[src/rtl/fetch_pkg.sv]
// Shared types and constants for the instruction-fetch sequencer.
package fetch_pkg;
   localparam int XLEN        = 32;
   localparam int INSTR_BYTES = 4;
   localparam logic [XLEN-1:0] DEFAULT_RESET_PC = 32'h0000_0000;

   typedef enum logic [0:0] {RUN = 1'b0, HALTED = 1'b1} fetch_state_e;

   typedef struct packed {
      logic [XLEN-1:0] instr;
      logic [XLEN-1:0] pc;
   } fetch_entry_t;
endpackage

[src/rtl/fetch_unit_if.sv]
// Fetch-to-decode valid/ready handshake carrying an instruction and its PC.
interface fetch_unit_if;
   logic                       out_valid;
   logic                       out_ready;
   logic [fetch_pkg::XLEN-1:0] out_instr;
   logic [fetch_pkg::XLEN-1:0] out_pc;

   modport master (output out_valid, output out_instr, output out_pc, input out_ready);
   modport slave  (input out_valid, input out_instr, input out_pc, output out_ready);
endinterface

[src/rtl/fetch_queue.sv]
// Circular FIFO of fetched {instr, pc} entries; flush wins over push and pop.
module fetch_queue
   import fetch_pkg::*;
#(
   parameter  int DEPTH = 2,
   localparam int PTR_W = (DEPTH > 1) ? $clog2(DEPTH) : 1,
   localparam int CNT_W = $clog2(DEPTH + 1)
) (
   input  logic             clk,
   input  logic             rst,
   input  logic             push,
   input  fetch_entry_t     push_entry,
   input  logic             pop,
   input  logic             flush,
   output fetch_entry_t     head,
   output logic [CNT_W-1:0] count,
   output logic             full,
   output logic             empty
);
   fetch_entry_t     mem_q [DEPTH];
   fetch_entry_t     mem_d [DEPTH];
   logic [PTR_W-1:0] wr_ptr_q, wr_ptr_d;
   logic [PTR_W-1:0] rd_ptr_q, rd_ptr_d;
   logic [CNT_W-1:0] count_q, count_d;
   logic             do_push, do_pop;

   function automatic logic [PTR_W-1:0] ptr_inc(input logic [PTR_W-1:0] p);
      return (p == PTR_W'(DEPTH - 1)) ? '0 : p + 1'b1;
   endfunction

   assign full  = (count_q == CNT_W'(DEPTH));
   assign empty = (count_q == '0);
   assign count = count_q;
   assign head  = mem_q[rd_ptr_q];

   // A full queue still accepts a push when the head leaves in the same cycle.
   assign do_pop  = pop & ~empty;
   assign do_push = push & (~full | do_pop);

   always_comb begin
      mem_d    = mem_q;
      wr_ptr_d = wr_ptr_q;
      rd_ptr_d = rd_ptr_q;
      count_d  = count_q;
      if (flush) begin
         wr_ptr_d = '0;
         rd_ptr_d = '0;
         count_d  = '0;
      end else begin
         if (do_push) begin
            mem_d[wr_ptr_q] = push_entry;
            wr_ptr_d        = ptr_inc(wr_ptr_q);
         end
         if (do_pop) rd_ptr_d = ptr_inc(rd_ptr_q);
         if (do_push && !do_pop)      count_d = count_q + 1'b1;
         else if (do_pop && !do_push) count_d = count_q - 1'b1;
      end
   end

   always_ff @(posedge clk) begin
      if (rst) begin
         wr_ptr_q <= '0;
         rd_ptr_q <= '0;
         count_q  <= '0;
      end else begin
         wr_ptr_q <= wr_ptr_d;
         rd_ptr_q <= rd_ptr_d;
         count_q  <= count_d;
      end
   end

   // Payload storage needs no reset; occupancy is tracked by count_q.
   always_ff @(posedge clk) begin
      mem_q <= mem_d;
   end
endmodule

[src/rtl/fetch_unit.sv]
// Instruction-fetch sequencer: owns the PC, reads imem, queues {instr, pc} for decode.
module fetch_unit
   import fetch_pkg::*;
#(
   parameter logic [XLEN-1:0] RESET_PC  = DEFAULT_RESET_PC,
   parameter int              DEPTH     = 2,
   parameter int              MEM_WORDS = 32
) (
   input  logic            clk,
   input  logic            rst,
   output logic [XLEN-1:0] imem_addr,
   input  logic [XLEN-1:0] imem_data,
   input  logic            halt,
   input  logic            redirect_valid,
   input  logic [XLEN-1:0] redirect_pc,
   fetch_unit_if.master    dec
);
   localparam logic [XLEN-1:0] MEM_W = XLEN'(MEM_WORDS);
   localparam int              CNT_W = $clog2(DEPTH + 1);

   logic [XLEN-1:0]  pc_q, pc_d;
   fetch_state_e     state_q, state_d;
   logic [XLEN-1:0]  inc_word, tgt_word;
   logic             push, pop;
   fetch_entry_t     push_entry, head;
   logic             q_full, q_empty;
   logic [CNT_W-1:0] q_count;

   // Address depends on the registered PC only, never on this cycle's inputs.
   assign imem_addr = {2'b00, pc_q[XLEN-1:2]} % MEM_W;
   assign pop       = dec.out_valid & dec.out_ready;

   always_comb begin
      state_d  = halt ? HALTED : RUN;
      inc_word = imem_addr + 32'd1;
      if (inc_word == MEM_W) inc_word = '0;
      tgt_word = {2'b00, redirect_pc[XLEN-1:2]} % MEM_W;
      push     = (state_d == RUN) & ~redirect_valid & (~q_full | pop);
      pc_d     = pc_q;
      if (redirect_valid) pc_d = {tgt_word[XLEN-3:0], 2'b00};
      else if (push)      pc_d = {inc_word[XLEN-3:0], 2'b00};
   end

   always_ff @(posedge clk) begin
      if (rst) begin
         pc_q    <= RESET_PC;
         state_q <= RUN;
      end else begin
         pc_q    <= pc_d;
         state_q <= state_d;
      end
   end

   assign push_entry = '{instr: imem_data, pc: {imem_addr[XLEN-3:0], 2'b00}};

   fetch_queue #(.DEPTH(DEPTH)) u_queue (
      .clk        (clk),
      .rst        (rst),
      .push       (push),
      .push_entry (push_entry),
      .pop        (pop),
      .flush      (redirect_valid),
      .head       (head),
      .count      (q_count),
      .full       (q_full),
      .empty      (q_empty)
   );

   assign dec.out_valid = ~q_empty;
   assign dec.out_instr = q_empty ? '0 : head.instr;
   assign dec.out_pc    = q_empty ? '0 : head.pc;

   logic unused_ok;
   assign unused_ok = ^{state_q, q_count, pc_q[1:0], redirect_pc[1:0],
                        inc_word[XLEN-1:XLEN-2], tgt_word[XLEN-1:XLEN-2],
                        imem_addr[XLEN-1:XLEN-2]};
endmodule

[src/flat_wrapper.sv]
// flat-port wrapper written by rule: the top's interface ports become plain ports
module fetch_unit_flat import fetch_pkg::*;
#(
   parameter logic [XLEN-1:0] RESET_PC  = DEFAULT_RESET_PC,
   parameter int              DEPTH     = 2,
   parameter int              MEM_WORDS = 32
)
  (clk, rst, imem_addr, imem_data, halt, redirect_valid, redirect_pc, dec_out_valid, dec_out_instr, dec_out_pc, dec_out_ready);
  fetch_unit_if dec_i ();
  input  logic clk;
  input  logic rst;
  output logic [XLEN-1:0] imem_addr;
  input  logic [XLEN-1:0] imem_data;
  input  logic halt;
  input  logic redirect_valid;
  input  logic [XLEN-1:0] redirect_pc;
  output wire logic [$bits(dec_i.out_valid)-1:0] dec_out_valid;
  output wire logic [$bits(dec_i.out_instr)-1:0] dec_out_instr;
  output wire logic [$bits(dec_i.out_pc)-1:0] dec_out_pc;
  input wire logic [$bits(dec_i.out_ready)-1:0] dec_out_ready;
  assign dec_out_valid = dec_i.out_valid;
  assign dec_out_instr = dec_i.out_instr;
  assign dec_out_pc = dec_i.out_pc;
  assign dec_i.out_ready = dec_out_ready;
  fetch_unit #(.RESET_PC(RESET_PC), .DEPTH(DEPTH), .MEM_WORDS(MEM_WORDS)) u_core (.clk(clk), .rst(rst), .imem_addr(imem_addr), .imem_data(imem_data), .halt(halt), .redirect_valid(redirect_valid), .redirect_pc(redirect_pc), .dec(dec_i));
endmodule
[config.mk]
export PLATFORM = sky130hd
export DESIGN_NAME = fetch_unit_flat
export DESIGN_NICKNAME = d
export VERILOG_FILES = /design/src/rtl/fetch_pkg.sv /design/src/rtl/fetch_unit_if.sv /design/src/rtl/fetch_queue.sv /design/src/rtl/fetch_unit.sv /design/src/flat_wrapper.sv
export SDC_FILE = /design/constraint.sdc
export NUM_CORES = 1
export LEC_CHECK = 0
export ABC_AREA = 1
export BUFFER_PORTS_ARGS = -buffer_cell sky130_fd_sc_hd__buf_2
export CORE_UTILIZATION = 35
export DETAILED_ROUTE_END_ITERATION = 12
export GPL_ROUTABILITY_DRIVEN = 0
export SLEW_MARGIN = 20
export SYNTH_ARGS = -nofsm -noshare
export SYNTH_HDL_FRONTEND = slang
export SYNTH_HIERARCHICAL = 1
export SYNTH_SLANG_ARGS = --single-unit
[constraint.sdc]
create_clock -name clk -period 10.3 [get_ports clk]
set_input_delay 1.03 -clock clk [delete_from_list [all_inputs] [get_ports clk]]
set_output_delay 1.03 -clock clk [all_outputs]
set_load 0.1 [all_outputs]
==> impl_metrics.env <==
export IMPL_netlist_instances=593
export IMPL_cts_buffers=17
export IMPL_synth_async_reset_ratio_pct=0
export IMPL_crit_start="u_core/u_queue/rd_ptr_q"
export IMPL_postCtsSetupBuffers=0
export IMPL_finalHoldViolations=0
export IMPL_tightest_slew_ns=1.06
export IMPL_core_um2=16700
export IMPL_worstSetupPathType="flop to output port"
export IMPL_synth_flop_cell="edfxtp_1"
export IMPL_pre_cts_ws_ns=6.60
export IMPL_grt_first_pass_wirelength_um=17300
export IMPL_cts_resized=0
export IMPL_synth_most_common_cell="nand2_1"
export IMPL_timing_final_ws_setup_ns=6.86
export IMPL_setup_tns_ns=0
export IMPL_synth_area_leaders="edfxtp_1 (64%), nand2_1 (14%), inv_1 (4.8%), nor2_1 (4.7%), buf_4 (3.6%)"
export IMPL_floorplan_initialDensity_pct=36.2
export IMPL_cts_sinks=137
export IMPL_die_area_um2=17800
export IMPL_power_frac_seq_pct=44.3
export IMPL_antenna_found_initial=0
export IMPL_ys_types=29
export IMPL_dieWidth_um=133
export IMPL_r2r_start="u_core/u_queue/count[0]"
export IMPL_portBuffers=111
export IMPL_p_leak_nw=3.57
export IMPL_grt_setup_unrepaired="false"
export IMPL_slowest_stage="inv_2"
export IMPL_cp_arrival_ns=2.41
export IMPL_powerDensity_nw_per_um2=191
export IMPL_cellInternalPower_mw=1.03
export IMPL_path_delay_family="buffers and inverters"
export IMPL_layout_min_cycle_time_ns=3.44
export IMPL_routed_wl_um=10800
export IMPL_relSlewSlack_pct=29.5
export IMPL_ctsHoldBuffers=0
export IMPL_n_fill_cell=1593
export IMPL_p_sw_share_pct=27.6
export IMPL_synth_common_cells="nand2_1 (218), edfxtp_1 (128), inv_1 (78), nor2_1 (75), buf_4 (29)"
export IMPL_synth_seq_area_share_pct=66.6
export IMPL_crit_chain="inv_2, buf_4, nand2_1, nand2_1, inv_1, nor2_1, buf_2"
export IMPL_yosysTopAreaCellShare_pct=63.6
export IMPL_grtUsageTotal_pct=12.9
export IMPL_combPwrFrac_pct=14.2
export IMPL_grt_max_degree=66
export IMPL_drc_errors=0
export IMPL_io_pins=166
export IMPL_cts_reportedPaths_clkPinSlew_ns=0.06
export IMPL_syn2layout_area_growth_pct=23.0
export IMPL_power_frac_clock_pct=41.4
export IMPL_critical_path_depth=7
export IMPL_rr_worst_depth=7
export IMPL_drt_first_pass_iters=6
export IMPL_worstSetupEndpoint="dec_out_pc[26]"
export IMPL_vias=3904
export IMPL_setup_violations=0
export IMPL_grt_overflow=0
export IMPL_root_buffer="clkbuf_16"
export IMPL_clk_insertion_delay_late_ns=0.41
export IMPL_synth_edff_count=128
export IMPL_r2r_end="u_core/u_queue/mem_q[2]"
export IMPL_crit_top_cell="nand2_1"
export IMPL_crit_required_ns=9.27
export IMPL_clockBufferDepth=2
export IMPL_fmax_ghz=0.290
export IMPL_critPathCaptureType="output port"
export IMPL_maxCapViolations=0
export IMPL_final_util_pct=44.5
export IMPL_n_antenna_cell=0
export IMPL_avgRoutedWirePerCell_um=10.8
export IMPL_maxSlewViolCount=0
export IMPL_dp_hpwl_um=6160
export IMPL_fin_skew_ns=0.00578
export IMPL_vias_per_cell=3.93
export IMPL_ys_ff_latch=137
export IMPL_nNetsFinal=831
export IMPL_h_tree_depth=4
export IMPL_ant_nets=0
export IMPL_cts_tree="yes"
export IMPL_crit_fanout=33
export IMPL_ir_worst_vdd_mv=0.109
export IMPL_p_sw_mw=0.391
export IMPL_netlist_area_um2=6040
export IMPL_status="finished, final reports clean"
export IMPL_ys_warn_count=6
export IMPL_first_iter_violations=149
export IMPL_yosysTopAreaCell="edfxtp_1"
export IMPL_critPathLaunchType="flop"
export IMPL_drive_above_1_share_pct=20.1
export IMPL_r2r_slack_ns=7.44
export IMPL_grt_pass1_vias=3463
export IMPL_syn_avg_cell_area_um2=10.2
export IMPL_worst_hold_path_type="flop to flop"
export IMPL_path_buf_inv=4
export IMPL_slowest_delay_ns=0.46
export IMPL_die_height_um=133
export IMPL_row_count=47
export IMPL_fin_crit_sh_pct=33.4
sequential cells by signal (all words and copies together), names as in the netlist:
register / flops
u_core/u_queue/rd_ptr_q: 1
u_core/u_queue/wr_ptr_q: 1
u_core/u_queue/count: 2
u_core/pc_q: 5
u_core/u_queue/mem_q: 128
cell usage in the layout, fill, tap and decap left out, types with 2 or more instances in the layout:
| master | count |
|---|---|
| nand4_1 | 3 |
| bufinv_16 | 3 |
| ha_1 | 2 |
| inv_1 | 78 |
| clkbuf_16 | 17 |
| dfxtp_1 | 8 |
| clkinv_1 | 4 |
| nand3_1 | 9 |
| edfxtp_1 | 128 |
| inv_2 | 3 |
| a21oi_1 | 2 |
| nand2_1 | 218 |
| conb_1 | 81 |
| nor2_1 | 73 |
| o21ai_0 | 2 |
| buf_4 | 5 |
| nand2_4 | 3 |
| buf_2 | 111 |
| clkbuf_1 | 5 |
| nor2_4 | 2 |
area by class of cell:
type                       count  area, µm²  share of cell area (%)
multi-input combinational    406       1650                    22.3
sequential                   137       4030                    54.2
inverter                      82        310                    4.18
timing repair buffer         116        593                    7.98
tap                          220        275                    3.71
clock buffer                  22        444                    5.98
clock inverter                10        126                    1.70
routing by layer:
layer / up-vias / track usage [%] / part of all wire [%]
met1: 1703 / 16.3 / 48
met4: 0 / 4.73 / 1.1
met5: - / 0 / 0
met2: 116 / 20.5 / 46
met3: 9 / 4.30 / 5.1
li1: 2076 / - / -
per-stage QoR:
stage          area [µm²]  hold WS (ns)  power [mW]  instances
6_report             7430         0.555        1.42        993
5_1_grt              7430         0.575        1.47        993
4_1_cts              7430         0.556        1.44        993
3_5_place_dp         6860         0.545       0.842        961
3_3_place_gp         6860         0.541       0.841        961
2_1_floorplan        6340         0.494       0.819        673
cells by family after synthesis:
kind of cell,after synthesis,share of synthesized area (%)
AOI/OAI and AO/OA,6,0.559
xor gates and xnor gates,2,0.290
adders and majority gates,2,0.414
buffers and inverters,130,11.3
DFF,137,66.6
other,1,0.0621
and+or+nand+nor,315,20.7
how the worst min path moves through the flow:
stage                                        from                      end  cells past startpoint
final                              u_core/pc_q[6]  u_core/u_queue/mem_q[6]                      0
after CTS                          u_core/pc_q[6]  u_core/u_queue/mem_q[6]                      0
after detailed placement           u_core/pc_q[6]  u_core/u_queue/mem_q[6]                      0
after global placement    u_core/u_queue/wr_ptr_q  u_core/u_queue/wr_ptr_q                      2
after global routing               u_core/pc_q[6]  u_core/u_queue/mem_q[6]                      0
after floorplan           u_core/u_queue/wr_ptr_q  u_core/u_queue/wr_ptr_q                      2
power groups by stage:
stage / Sequential, mW / Combinational, mW / Clock (mW)
4_1_cts: 0.628 / 0.203 / 0.605
3_3_place_gp: 0.640 / 0.201 / 0
3_5_place_dp: 0.640 / 0.202 / 0
2_1_floorplan: 0.650 / 0.169 / 0
5_1_grt: 0.629 / 0.213 / 0.632
6_report: 0.628 / 0.202 / 0.587
No activity file was read; power rests on OpenSTA's default activity.
